==> config.mk <==
export PLATFORM = sky130hd
export DESIGN_NAME = m_demux14_deser
export DESIGN_NICKNAME = d
export VERILOG_FILES = /design/src/rtl/m_demux14_deser.sv
export SDC_FILE = /design/constraint.sdc
export NUM_CORES = 1
export LEC_CHECK = 0
export ABC_CLOCK_PERIOD_IN_PS = 6000
export CORE_AREA = 2 2 43 45
export DETAILED_ROUTE_END_ITERATION = 6
export DIE_AREA = 0 0 45 47
export PLACE_DENSITY = 0.77
export SLEW_MARGIN = 20
export SYNTH_ARGS = -nofsm -noshare
export SYNTH_HDL_FRONTEND = slang
export SYNTH_SLANG_ARGS = --single-unit
==> constraint.sdc <==
create_clock -name clk -period 6 [get_ports clk]
set_clock_uncertainty 0.1 [all_clocks]
set_input_delay 1.2 -clock clk [delete_from_list [all_inputs] [get_ports clk]]
set_output_delay 1.2 -clock clk [all_outputs]
set_load 0.005 [all_outputs]
==> src/rtl/m_demux14_deser.sv <==
// Registered 1-to-NR_LANE deserializer: steers beats into lane registers (round-robin or by sel key)
// and presents the assembled word with valid/ready. Optional macro DEMUX_FLOW_THROUGH_EN allows a beat to be accepted while the full word drains.
module m_demux14_deser #(
  parameter int NR_LANE  = 4,
  parameter int SEL_LEN  = 2,
  parameter int DATA_LEN = 1
) (
  input  logic                         clk,
  input  logic                         rst,
  input  logic                         mode,
  input  logic [SEL_LEN-1:0]           sel,
  input  logic                         in_valid,
  input  logic [DATA_LEN-1:0]          in_data,
  output logic                         in_ready,
  output logic [NR_LANE*DATA_LEN-1:0]  out,
  output logic                         out_valid,
  input  logic                         out_ready
);

  typedef enum logic {COLLECT, FULL} state_e;

  localparam logic [SEL_LEN-1:0] CNT_LAST  = SEL_LEN'(NR_LANE - 1);
  localparam logic [SEL_LEN:0]   NR_LANE_W = (SEL_LEN + 1)'(NR_LANE);

  state_e                      state_q, state_d;
  logic [NR_LANE-1:0]          mask_q, mask_d;
  logic [SEL_LEN-1:0]          cnt_q, cnt_d;
  logic                        mode_q, mode_d;
  logic [NR_LANE*DATA_LEN-1:0] lane_q, lane_d;
  logic [NR_LANE*DATA_LEN-1:0] out_q, out_d;

  logic               accept, drain, frame_start, eff_mode, key_ok;
  logic [NR_LANE-1:0] base_mask;
  logic [SEL_LEN-1:0] base_cnt, lane;

  // State register.
  always_ff @(posedge clk) begin
    if (rst) begin
      // NOTE: lane storage is cleared on reset too, so no beat from an aborted frame can ever resurface on out.
      state_q <= COLLECT;
      mask_q  <= '0;
      cnt_q   <= '0;
      mode_q  <= 1'b0;
      lane_q  <= '0;
      out_q   <= '0;
    end else begin
      // NOTE: non-blocking assignments here so every flop samples the pre-edge values computed in always_comb.
      state_q <= state_d;
      mask_q  <= mask_d;
      cnt_q   <= cnt_d;
      mode_q  <= mode_d;
      lane_q  <= lane_d;
      out_q   <= out_d;
    end
  end

  // Next-state logic. A beat taken while FULL drains starts a fresh frame.
  always_comb begin
    // NOTE: every output of this block gets a default first so no latch is inferred on any path.
    state_d = state_q;
    mask_d  = mask_q;
    cnt_d   = cnt_q;
    mode_d  = mode_q;
    lane_d  = lane_q;
    out_d   = out_q;

    accept      = in_valid & in_ready;
    drain       = (state_q == FULL) & out_ready;
    frame_start = (state_q == FULL) || (mask_q == '0);
    base_mask   = (state_q == FULL) ? '0 : mask_q;
    base_cnt    = (state_q == FULL) ? '0 : cnt_q;
    eff_mode    = frame_start ? mode : mode_q;
    lane        = eff_mode ? sel : base_cnt;
    key_ok      = {1'b0, lane} < NR_LANE_W;

    if (drain) begin
      state_d = COLLECT;
      mask_d  = '0;
      cnt_d   = '0;
    end

    if (accept) begin
      if (frame_start) mode_d = mode;
      mask_d = base_mask;
      cnt_d  = base_cnt;
      if (!eff_mode) cnt_d = (base_cnt == CNT_LAST) ? '0 : base_cnt + 1'b1;
      for (int n = 0; n < NR_LANE; n++) begin
        if (key_ok && (lane == SEL_LEN'(n))) begin
          lane_d[n*DATA_LEN +: DATA_LEN] = in_data;
          mask_d[n]                      = 1'b1;
        end
      end
      if (&mask_d) begin
        state_d = FULL;
        out_d   = lane_d;
      end
    end
  end

  // Outputs: in_ready from state/rst (and out_ready when flowing through), word from registers only.
  always_comb begin
    in_ready  = 1'b0;
    out_valid = (state_q == FULL);
    out       = out_q;
    if (!rst) begin
      case (state_q)
        COLLECT: in_ready = 1'b1;
        FULL: begin
`ifdef DEMUX_FLOW_THROUGH_EN
          in_ready = out_ready;
`else
          in_ready = 1'b0;
`endif
        end
        default: in_ready = 1'b0;
      endcase
    end
  end

endmodule

==> reports/metrics.yaml <==
cts_buffer_depth: 2
wl_per_cell_um: 13.5
final_common_cell: "dfxtp_1"
grt_pass1_vias: 657
gp_congestion: 0.724
crit_type: "input port to output port"
most-common-layout-cells: "dfxtp_1, clkdlybuf4s50_1, nor2_1"
hold_path.class: "flip-flop to flip-flop"
fp.dieArea_um2: 2120
portBuffers: 13
final_cell_area_um2: 1010
drt-initial-drc-count: 11
crit_arrival_ns: 2.68
cp-endpoint: "in_ready"
finalWirelength_um: 1650
slew_viol_final: 0
die_h_um: 47
status: "finished clean"
vdd_drop_max_mv: 0.164
drive_gt1_share_pct: 15.2
setup_violations: 0
reg2reg_depth: 7
cts_tree: "done"
synthesis.area_um2: 856
leakagePower_nw: 0.330
multi_input_area_um2: 513
ys_async_sr_fraction_pct: 0
ys_ff_latch: 16
grt_pass1_wl_um: 2840
post-route-drc-count: 0
clock-sinks: 16
antenna_found_initial: 0
rsz0062_at_grt: "false"
clock_latency_ns: 0.28
max_freq_ghz: 0.251
vias: 738
synth_edf_count: 0
cts_buffers: 3
dr.pass1.iters: 4
start_util_pct: 51.8
crit_start: "rst"
diodes: 0
cts_setup_buffers: 0
reg2reg_to: "out[3]"
cp_data_required_time_ns: 4.70
utilization_pct: 61.4
grt_use_total_pct: 18.5
num_rows: 15
end_kind: "output port"
yosysSeqAreaShare_pct: 37.4
fin_setup_tns_ns: 0
ys_types: 31
rrSetupSlack_ns: 3.56
syn2layout_area_growth_pct: 18.6
cts-root-buf: "clkbuf_4"
maxCapViolCount: 0
clk_pin_slew_ns: 0.08
r2r_start: "mask_q[1]"
place_ws_ns: 2.00
cts.htree.levels: 1
finalPower_mw: 0.215
power_density_nw_per_um2: 212
post_synth.cell_area_avg_um2: 9.20
yosys_warnings: 0
finalHoldViolCount: 0
synth-main-ff-cell: "dfxtp_1"
die_w_um: 45
via_per_inst: 6.05
critPathLaunchType: "input port"
hpwl_um: 1240
nets: 115
worstMarginPinSlew_ns: 0.676
max-slew-margin-rel_pct: 54.8
holdBufCountCts: 0
ant_nets: 0
core_area_um2: 1650
synth_cells: 93
grt_max_degree: 20
layout_min_cycle_time_ns: 3.98
cp_max_fo: 19
ioPinCount: 14
overflow: 0
syn_nets: 101
cts_resized: 0
seq_area_um2: 320
dpl-instance-area_um2: 992
setup_ws_ns: 2.02
fill_cells: 148
period_share_pct: 66.4
[stage by stage]
step           instances  hold WS (ns)
2_1_floorplan         93         0.356
4_1_cts              122         0.402
6_report             122         0.402
3_3_place_gp         119         0.371
3_5_place_dp         119         0.379
5_1_grt              122         0.428
[flip-flops by register name, summed over array words and instances (netlist names)]
| signal | cells |
|---|---|
| out_valid | 1 |
| mode_q | 1 |
| out | 4 |
| lane_q | 4 |
| mask_q | 4 |
| cnt_q | 2 |
[Yosys cell counts, types with 3 or more instances]
| cell | instances | area, um^2 |
|---|---|---|
| nand2_1 | 3 | 11.3 |
| o21ai_0 | 7 | 35.0 |
| nand3b_1 | 7 | 52.6 |
| clkbuf_1 | 4 | 15.0 |
| mux2i_1 | 5 | 50.1 |
| a21oi_1 | 8 | 40.0 |
| nor2b_1 | 3 | 18.8 |
| dfxtp_1 | 16 | 320 |
| nor2_1 | 10 | 37.5 |
| a22oi_1 | 3 | 22.5 |
| a211oi_2 | 4 | 50.1 |
[how the worst min path moves through the flow]
stage | startpoint | endpoint | slack [ns] | depth (start not counted)
3_5_place_dp | lane_q[0] | lane_q[0] | 0.38 | 2
2_1_floorplan | lane_q[1] | lane_q[1] | 0.36 | 2
6_report | lane_q[0] | lane_q[0] | 0.40 | 2
5_1_grt | lane_q[2] | lane_q[2] | 0.43 | 2
3_3_place_gp | lane_q[0] | lane_q[0] | 0.37 | 2
4_1_cts | lane_q[0] | lane_q[0] | 0.40 | 2
[worst max-delay path, cell delays in order]
cell and delay (ns):
clkdlybuf4s50_1 0.75, nor2_1 0.22, clkdlybuf4s50_1 0.51
[logic make-up after synthesis]
logic type,Yosys count,synth area share [%]
AOI/OAI and AO/OA,34,33.0
buffers and inverters,6,2.63
DFF,16,37.4
muxes,5,5.85
and+or+nand+nor,32,21.1
[per-layer routing]
metal,GRT usage [%],up-vias,part of all wire [%]
li1,-,376,-
met1,23.5,345,48
met2,30.3,13,47
met3,2.31,4,3.0
met4,10.6,0,2.4
met5,0,-,0
[power by group]
| part | switching (mW) | leakage, nW | internal, mW | total, mW |
|---|---|---|---|---|
| logic | 0.0250 | 0.186 | 0.0217 | 0.0467 |
| clock network | 0.0304 | 0.0138 | 0.0233 | 0.0537 |
| registers | 0.00395 | 0.130 | 0.111 | 0.115 |
[final cells by class]
cell class / count / share of cell area, %
Sequential cell: 16 / 31.6
Inverter: 2 / 0.740
Clock buffer: 3 / 2.22
Timing Repair Buffer: 13 / 12.8
Multi-Input combinational cell: 71 / 50.6
Tap cell: 17 / 2.10
(Power assumes the default switching activity.)
